## config.mk

```make
export PLATFORM = sky130hd
export DESIGN_NAME = wb_port_scheduler_flat
export DESIGN_NICKNAME = d
export VERILOG_FILES = /design/src/rtl/wb_port_scheduler_if.sv /design/src/rtl/wb_port_scheduler.sv /design/src/flat_wrapper.sv
export SDC_FILE = /design/constraint.sdc
export NUM_CORES = 1
export LEC_CHECK = 0
export ABC_AREA = 1
export CAP_MARGIN = 15
export CORE_MARGIN = 5
export CORE_UTILIZATION = 45
export CTS_CLUSTER_DIAMETER = 50
export DETAILED_ROUTE_END_ITERATION = 8
export DONT_BUFFER_PORTS = 1
export SYNTH_ARGS = -nofsm -noshare
export SYNTH_HDL_FRONTEND = slang
export SYNTH_SLANG_ARGS = --single-unit
export TNS_END_PERCENT = 1
```

## constraint.sdc

```tcl
create_clock -name clk -period 2.1 [get_ports clk]
set_clock_uncertainty 0.2 [all_clocks]
set_input_delay 0.42 -clock clk [delete_from_list [all_inputs] [get_ports clk]]
set_output_delay 0.42 -clock clk [all_outputs]
set_load 0.01 [all_outputs]
```

## src/rtl/wb_port_scheduler_if.sv

```systemverilog
// Signal bundle between the execute/memory stages, the long-latency unit and the
// register-file write port, as seen by the write-back port scheduler.
interface wb_port_scheduler_if #(
    parameter int width = 32
) ();
    logic             wb_valid;
    logic [4:0]       wb_rd;
    logic [1:0]       WBSel;
    logic [31:0]      alu_out;
    logic [31:0]      dataR;
    logic [width-1:0] count;
    logic             lu_valid;
    logic [4:0]       lu_rd;
    logic [31:0]      lu_data;
    logic             lu_ready;
    logic             rf_we;
    logic [4:0]       rf_waddr;
    logic [31:0]      rf_wdata;
    logic             stall;

    modport master (
        output wb_valid, wb_rd, WBSel, alu_out, dataR, count,
        output lu_valid, lu_rd, lu_data,
        input  lu_ready, rf_we, rf_waddr, rf_wdata, stall
    );

    modport slave (
        input  wb_valid, wb_rd, WBSel, alu_out, dataR, count,
        input  lu_valid, lu_rd, lu_data,
        output lu_ready, rf_we, rf_waddr, rf_wdata, stall
    );
endinterface

```

## src/rtl/wb_port_scheduler.sv

```systemverilog
// Shares the single register-file write port between the core write-back path and a
// queued long-latency unit; core wins, queued results drain in idle slots or on a forced stall.
module wb_port_scheduler #(
    parameter int DEPTH    = 2,
    parameter int MAX_WAIT = 4,
    parameter int width    = 32
) (
    input logic                clk,
    input logic                rst,
    wb_port_scheduler_if.slave bus
);
    localparam int PTR_W = (DEPTH > 1) ? $clog2(DEPTH) : 1;
    localparam int CNT_W = PTR_W + 1;

    typedef enum logic {IDLE, WAIT} state_t;

    logic [4:0]       mem_rd_q   [DEPTH];
    logic [31:0]      mem_data_q [DEPTH];
    logic [DEPTH-1:0] kill_q, kill_d;
    logic [PTR_W-1:0] wr_ptr_q, wr_ptr_d;
    logic [PTR_W-1:0] rd_ptr_q, rd_ptr_d;
    logic [CNT_W-1:0] cnt_q, cnt_d;
    logic [3:0]       age_q, age_d;
    state_t           state_q, state_d;

    logic [31:0]      count_ext;
    logic [31:0]      core_wdata;
    logic [DEPTH-1:0] occupied;
    logic             non_empty, full, head_kill, drainable;
    logic             stall_int, core_live, pop, accept, store;
    logic             we_c;
    logic [4:0]       waddr_c;
    logic [31:0]      wdata_c;

    generate
        if (width >= 32) begin : g_cnt_trunc
            assign count_ext = bus.count[31:0];
        end else begin : g_cnt_zext
            assign count_ext = {{(32 - width){1'b0}}, bus.count};
        end
    endgenerate

    always_comb begin
        non_empty = (cnt_q != '0);
        full      = (cnt_q == CNT_W'(DEPTH));
        head_kill = kill_q[rd_ptr_q];
        drainable = non_empty && !head_kill;
        stall_int = (state_q == WAIT) && (age_q == 4'(MAX_WAIT));
        // A forced stall takes the port away from the core for exactly this cycle.
        core_live = bus.wb_valid && (bus.WBSel != 2'b11) && (bus.wb_rd != 5'd0) && !stall_int;
        pop       = !core_live && non_empty;
        accept    = bus.lu_valid && !full && !rst;
        store     = accept && (bus.lu_rd != 5'd0);
    end

    always_comb begin
        case (bus.WBSel)
            2'b00:   core_wdata = bus.dataR;
            2'b01:   core_wdata = bus.alu_out;
            2'b10:   core_wdata = count_ext;
            default: core_wdata = 32'd0;
        endcase
    end

    always_comb begin
        we_c    = 1'b0;
        waddr_c = 5'd0;
        wdata_c = 32'd0;
        if (!rst) begin
            if (core_live) begin
                we_c    = 1'b1;
                waddr_c = bus.wb_rd;
                wdata_c = core_wdata;
            end else if (drainable) begin
                we_c    = 1'b1;
                waddr_c = mem_rd_q[rd_ptr_q];
                wdata_c = mem_data_q[rd_ptr_q];
            end
        end
    end

    assign bus.rf_we    = we_c;
    assign bus.rf_waddr = waddr_c;
    assign bus.rf_wdata = wdata_c;
    assign bus.stall    = stall_int && !rst;
    assign bus.lu_ready = !full && !rst;

    always_comb begin
        logic [PTR_W-1:0] offs;
        offs     = '0;
        occupied = '0;
        for (int i = 0; i < DEPTH; i++) begin
            offs        = PTR_W'(i) - rd_ptr_q;
            occupied[i] = ({1'b0, offs} < cnt_q);
        end
    end

    always_comb begin
        wr_ptr_d = wr_ptr_q + PTR_W'(store);
        rd_ptr_d = rd_ptr_q + PTR_W'(pop);
        cnt_d    = cnt_q + CNT_W'(store) - CNT_W'(pop);
        kill_d   = kill_q;
        // The younger core write supersedes any queued result to the same register.
        for (int i = 0; i < DEPTH; i++) begin
            if (core_live && occupied[i] && (mem_rd_q[i] == bus.wb_rd)) begin
                kill_d[i] = 1'b1;
            end
        end
        if (store) begin
            kill_d[wr_ptr_q] = 1'b0;
        end
    end

    always_comb begin
        state_d = state_q;
        age_d   = age_q;
        case (state_q)
            IDLE: begin
                if (drainable) begin
                    state_d = WAIT;
                    age_d   = 4'd0;
                end
            end
            WAIT: begin
                if (!non_empty) begin
                    state_d = IDLE;
                    age_d   = 4'd0;
                end else if (pop) begin
                    age_d = 4'd0;
                end else begin
                    age_d = age_q + 4'd1;
                end
            end
            default: begin
                state_d = IDLE;
                age_d   = 4'd0;
            end
        endcase
    end

    always_ff @(posedge clk or posedge rst) begin
        if (rst) begin
            state_q  <= IDLE;
            age_q    <= 4'd0;
            wr_ptr_q <= '0;
            rd_ptr_q <= '0;
            cnt_q    <= '0;
            kill_q   <= '0;
        end else begin
            state_q  <= state_d;
            age_q    <= age_d;
            wr_ptr_q <= wr_ptr_d;
            rd_ptr_q <= rd_ptr_d;
            cnt_q    <= cnt_d;
            kill_q   <= kill_d;
        end
    end

    // Payload storage carries no reset; occupancy and kill bits decide what is valid.
    always_ff @(posedge clk) begin
        if (store) begin
            mem_rd_q[wr_ptr_q]   <= bus.lu_rd;
            mem_data_q[wr_ptr_q] <= bus.lu_data;
        end
    end
endmodule

```

## src/flat_wrapper.sv

```systemverilog
// flat-port wrapper written by rule: the top's interface ports become plain ports
module wb_port_scheduler_flat 
#(
    parameter int DEPTH    = 2,
    parameter int MAX_WAIT = 4,
    parameter int width    = 32
)
  (clk, rst, bus_wb_valid, bus_wb_rd, bus_WBSel, bus_alu_out, bus_dataR, bus_count, bus_lu_valid, bus_lu_rd, bus_lu_data, bus_lu_ready, bus_rf_we, bus_rf_waddr, bus_rf_wdata, bus_stall);
  wb_port_scheduler_if #(.width(width)) bus_i ();
  input logic clk;
  input logic rst;
  input wire logic [$bits(bus_i.wb_valid)-1:0] bus_wb_valid;
  input wire logic [$bits(bus_i.wb_rd)-1:0] bus_wb_rd;
  input wire logic [$bits(bus_i.WBSel)-1:0] bus_WBSel;
  input wire logic [$bits(bus_i.alu_out)-1:0] bus_alu_out;
  input wire logic [$bits(bus_i.dataR)-1:0] bus_dataR;
  input wire logic [$bits(bus_i.count)-1:0] bus_count;
  input wire logic [$bits(bus_i.lu_valid)-1:0] bus_lu_valid;
  input wire logic [$bits(bus_i.lu_rd)-1:0] bus_lu_rd;
  input wire logic [$bits(bus_i.lu_data)-1:0] bus_lu_data;
  output wire logic [$bits(bus_i.lu_ready)-1:0] bus_lu_ready;
  output wire logic [$bits(bus_i.rf_we)-1:0] bus_rf_we;
  output wire logic [$bits(bus_i.rf_waddr)-1:0] bus_rf_waddr;
  output wire logic [$bits(bus_i.rf_wdata)-1:0] bus_rf_wdata;
  output wire logic [$bits(bus_i.stall)-1:0] bus_stall;
  assign bus_i.wb_valid = bus_wb_valid;
  assign bus_i.wb_rd = bus_wb_rd;
  assign bus_i.WBSel = bus_WBSel;
  assign bus_i.alu_out = bus_alu_out;
  assign bus_i.dataR = bus_dataR;
  assign bus_i.count = bus_count;
  assign bus_i.lu_valid = bus_lu_valid;
  assign bus_i.lu_rd = bus_lu_rd;
  assign bus_i.lu_data = bus_lu_data;
  assign bus_lu_ready = bus_i.lu_ready;
  assign bus_rf_we = bus_i.rf_we;
  assign bus_rf_waddr = bus_i.rf_waddr;
  assign bus_rf_wdata = bus_i.rf_wdata;
  assign bus_stall = bus_i.stall;
  wb_port_scheduler #(.DEPTH(DEPTH), .MAX_WAIT(MAX_WAIT), .width(width)) u_core (.clk(clk), .rst(rst), .bus(bus_i));
endmodule
```

; Word level (Yosys, flattened, before mapping)
; Memories as Yosys holds them, arrays and structs flattened.
; Index checks and enable logic that the tools add are counted.
[word_totals]
ff_bits = 11
mem_bits_rw = 74
input_bits = 144
output_inout_bits = 40
word_cells = 81
memories = 2
[memory_table]
columns = name, words, word_bits, read_ports, rd_clocked_by_memory_dff, wr, line
row1 = u_core.mem_data_q, 2, 32, 1, 0, 1, wb_port_scheduler.sv:18  ; logic [31:0] mem_data_q [DEPTH];
row2 = u_core.mem_rd_q, 2, 5, 3, 0, 1, wb_port_scheduler.sv:17  ; logic [4:0] mem_rd_q [DEPTH];
[classes]
add_sub_neg = 7
magnitude_cmp = 5
n_eq_ne = 8
muxes = 25
bitwise_logic = 3
n_reduce_logical = 25
[ops]
columns = operator, count
row1 = $mux W32, 3
row2 = $pmux W32 S3, 1
row3 = $logic_and A1 B1 Y1, 16
row4 = $mux W5, 3
row5 = $mux W4, 3
row6 = $mux W1, 11
row7 = $eq A5 B5 Y1, 2
row8 = $reduce_bool A5 Y1, 2
row9 = $pmux W4 S2, 1
row10 = $logic_not A1 Y1, 5
row11 = $add A4 B1 Y4 const B, 1
row12 = $eq A2 B2 Y1 const B, 2
row13 = $eq A4 B3 Y1 const B, 1
row14 = $lt A1 B2 Y1, 2
row15 = $lt A1 B2 Y1 const B, 2
row16 = $add A1 B1 Y1, 2
row17 = $add A2 B1 Y2, 1
row18 = $and A2 B2 Y2, 1
row19 = $eq A2 B1 Y1 const B, 1
row20 = $logic_not A2 Y1, 1
row21 = $mux W2, 1
row22 = $ne A2 B1 Y1 const B, 1
row23 = $ne A2 B2 Y1 const B, 1
row24 = $not A2 Y2, 1
row25 = 7 further kinds, 8

; Logic depth before layout (Yosys ltp)
[logic_depth]
ltp_word = 9
depth_mapped = 12
mapped_depth_nobuf = 11

; Worst setup path before layout
; OpenSTA, ideal clock, no wires.
[synth_timing]
path_kind = input to register
from = input port rst
to = memory u_core.mem_data_q[0][0], enable pin
setup_time_ns = 0.398
arrival_time_ns = 2.011
t_required_ns = 1.502
slack_ns = -0.509
stages = 5
path_buffers = 1
path_cell_list = clkbuf_1 a21oi_1 nand3_1 inv_1 ha_1
[synth_between]
elab_chain_len = 5
[synth_rtl]
columns = element, line
row1 = start: declaration, flat_wrapper.sv:11  ; input logic rst;
row2 = $logic_not A1 Y1, wb_port_scheduler.sv:52  ; accept = bus.lu_valid && !full && !rst;
row3 = $logic_and A1 B1 Y1, wb_port_scheduler.sv:52
row4 = $logic_and A1 B1 Y1, wb_port_scheduler.sv:53  ; store = accept && (bus.lu_rd != 5'd0);
row5 = $mux W1, wb_port_scheduler.sv:161  ; if (store) begin
row6 = $mux W1 (not written as such), wb_port_scheduler.sv:163  ; mem_data_q[wr_ptr_q] <= bus.lu_data;
row7 = end: declaration, wb_port_scheduler.sv:18
; Every way passes these cells.

; Final worst setup path
[layout_timing]
from = register u_core.age_q[1]
to = output port bus_rf_waddr[2]
[layout_between]
elab_chain_len = 6
[layout_rtl]
columns = element, line
row1 = start: declaration, wb_port_scheduler.sv:23  ; logic [3:0] age_q, age_d;
row2 = start signal: assignment, wb_port_scheduler.sv:151  ; age_q <= age_d;
row3 = $eq A4 B3 Y1, wb_port_scheduler.sv:48  ; stall_int = (state_q == WAIT) && (age_q == 4'(MAX_WAIT));
row4 = $logic_and A1 B1 Y1, wb_port_scheduler.sv:48
row5 = $logic_not A1 Y1, wb_port_scheduler.sv:50  ; core_live = bus.wb_valid && (bus.WBSel != 2'b11) && (bus.wb_rd != 5'd0) && !stall_int;
row6 = $logic_and A1 B1 Y1, wb_port_scheduler.sv:50
row7 = $mux W5, wb_port_scheduler.sv:70  ; if (core_live) begin
row8 = $mux W5, wb_port_scheduler.sv:69  ; if (!rst) begin
row9 = end: declaration, flat_wrapper.sv:23  ; output wire logic [$bits(bus_i.rf_waddr)-1:0] bus_rf_waddr;
; Every way passes these cells.

==> metrics.cfg <==
[worst_setup_path]
critical_path.endpoint_type = output pin
cp_common_cell = buf_4
cp_slowest_stage_delay_ns = 0.37
worstSetupStartpointType = flip-flop
crit_fanout = 5
cp.required_ns = 1.48
cp.arrival_ns = 1.93
regToRegSetupSlack_ns = -0.38
crit_path_top_delay_cell = dfrtp_1
path_class = reg2out
cp_cell_sequence = inv_2, ha_4, nand4_1, buf_4, nand2_4, nor2_4, buf_6, nand2_2, a21oi_2, buf_4

[global_route]
busiest_layer = met2
grt_max_degree = 42
grtUsageMet3 = 0.0348
grt_pass1_wl_um = 21600
grt_remaining_overflow = 0
global_route.usage.met2 = 0.391
use_met1 = 0.246
antenna_found_initial = 0
track_usage = 0.212
grt_pass1_vias = 4418

[timing]
fin_setup_tns_ns = -15.21
finalCriticalPeriod_ns = 2.55
max_freq_mhz = 392
holdWs_ns = 0.155
worstMarginPinSlew_ns = 0.456
period_share = 1.21
rsz0062_at_grt = yes
timing.final.ws_setup_ns = -0.451
slew_viol_final = 0
slew-limit-headroom = 0.696
hold_violations = 0
finalSetupViolCount = 40

[clock_network]
cts_sinks = 85
tritoncts = built
clk_pin_slew_worst_paths_ns = 0.09
cts_root_buf = clkbuf_8
clk_latency_ns = 0.35
htree_levels = 3
cts_buffers = 9
cts.path.max_buffers = 2

[power]
vdd_drop_max_mv = 0.583
p_per_area_mw_per_mm2 = 987
leakagePower_nw = 2.51

[yosys]
yosys_most_used_dff = edfxtp_1
netlist_area_sq_mm = 0.00479
synth-edff-count = 74
synthDistinctLibCells = 26
yosysSeqAreaShare = 0.522
syn_avg_cell_area_sq_um = 8.23
yosysWarnings = 0
syn_nets = 732
synth-seq-cells = 85
async_reset_ff_frac = 0.129
netlist_instances = 582

[detailed_routing]
vias_per_cell = 5.31
avgRoutedWirePerCell_um = 17.4
dr.pass1.iters = 4
totalWireLength_um = 13700
num_vias = 4182
drt-initial-drc-count = 196
antenna_left = 0
drc = 0

[status]
violations = setup timing
outcome = finished with violations

[placed_design]
placed_area_sq_mm = 0.00516
gp_congestion = 0.869
io_buffers = 0
dp_hpwl_um = 9430
placedCellCount = 718

[finish]
antenna_cells_inserted = 0
utilization = 0.584
nets = 797
drive_gt1_frac = 0.195
stdcell_area_sq_mm = 0.00605
area_growth_pct = 26.4
nFillCells = 928
stdcell_count = 788

[die]
ios = 184
die_y_um = 113
core-area_sq_mm = 0.0104
rows = 37
die_w_um = 113
start_util = 0.462
dieArea_sq_mm = 0.0128

[job]
cap_violations = 0

[worst_hold_path]
hold_path.class = in2reg

[worst max-delay path: cells and delay by family, from the launching register on]
| family | cells | cell delay [ns] |
|---|---|---|
| buffers and inverters | 4 | 0.50 |
| AOI/OAI and AO/OA | 1 | 0.11 |
| adders and majority gates | 1 | 0.15 |
| DFF | 1 | 0.37 |
| and+or+nand+nor | 4 | 0.45 |
[timing repair]
item	CTS	global route
gates resized for setup	38	28
endpoints found under the hold margin	85	0
pin swaps	7	1
buffers inserted	15	1
endpoints found under the setup margin	39	41
hold buffers	38	0
[per-layer routing]
metal,part of all wire,wire (um),vias to the layer above
li1,-,-,2035
met1,0.40,5470,1980
met2,0.52,7180,147
met3,0.056,766,20
met4,0.020,273,0
met5,0,0,-
[cell usage after synthesis, drive strengths merged, types with 6 or more instances]
| library cell | instances | area share |
|---|---|---|
| buf | 17 | 0.023 |
| a21oi | 38 | 0.040 |
| nand3 | 7 | 0.0073 |
| a21boi | 33 | 0.052 |
| edfxtp | 74 | 0.46 |
| nor2 | 57 | 0.048 |
| dfrtp | 11 | 0.057 |
| inv | 29 | 0.023 |
| o21ai | 45 | 0.047 |
| ha | 6 | 0.016 |
| nand2 | 231 | 0.18 |
| clkbuf | 17 | 0.014 |
[cell families after synthesis]
group / count (synthesis) / synth area share
AOI/OAI and AO/OA: 118 / 0.143
xor gates and xnor gates: 10 / 0.0183
adders and majority gates: 6 / 0.0157
buffers and inverters: 63 / 0.0593
DFF: 85 / 0.522
and+or+nand+nor: 300 / 0.242
[registers in the layout, indices dropped and copies added, names as in the netlist]
signal             flops
u_core.mem_rd_q       10
u_core.wr_ptr_q        1
u_core.kill_q          2
u_core.mem_data_q     64
u_core.rd_ptr_q        1
u_core.cnt_q           2
u_core.state_q         1
u_core.age_q           4
[area by class of cell]
| class | count | area (sq um) | area share |
|---|---|---|---|
| clock buffers | 9 | 124 | 0.0205 |
| clock inverters | 7 | 66.3 | 0.0110 |
| inverters | 29 | 109 | 0.0180 |
| multi-input cells | 434 | 2190 | 0.362 |
| flip-flops and latches | 85 | 2500 | 0.413 |
| well taps | 136 | 170 | 0.0281 |
| repair buffers | 88 | 896 | 0.148 |
[layout by cell type, fill, tap and decap left out, drive strengths merged, types with 4 or more instances in the layout]
master and instances:
ha 6, nand3 7, a21boi 33, nor2 57, xor2 5, clkbuf 9, nand4 4, nand2 231
buf 50, dlygate4sd3 38, edfxtp 74, clkinv 5, a21oi 38, dfrtp 11, xnor2 5, inv 29
o21ai 45
[path summary, 6_finish.rpt]
| check | cells after the start | endpoint | from |
|---|---|---|---|
| hold reg to reg | 2 | u_core.kill_q[1]$_DFF_PP0_ | u_core.kill_q[1]$_DFF_PP0_ |
| hold / removal | 5 | u_core.kill_q[0]$_DFF_PP0_ | bus_wb_rd[3] |
| min in group asynchronous | 2 | u_core.cnt_q[0]$_DFF_PP0_ | rst |
| setup reg to reg | 16 | u_core.age_q[1]$_DFFE_PP0P_ | u_core.age_q[1]$_DFFE_PP0P_ |
| max in group asynchronous | 2 | u_core.wr_ptr_q$_DFF_PP0_ | rst |
| setup / recovery | 10 | bus_rf_waddr[2] | u_core.age_q[1]$_DFFE_PP0P_ |
[power breakdown]
| group | switching (mW) | internal (mW) |
|---|---|---|
| clock | 0.582 | 0.542 |
| sequential | 0.101 | 2.11 |
| combinational | 1.59 | 1.05 |
| total | 2.27 | 3.70 |
[metrics by stage]
step / total power [mW] / setup slack, ns
2_1_floorplan: 3.78 / -0.140
3_3_place_gp: 4.50 / -0.0955
3_5_place_dp: 4.55 / -0.125
4_1_cts: 5.92 / -0.422
5_1_grt: 6.40 / -0.553
6_report: 5.97 / -0.451
Power figures use the tool's default switching activity.
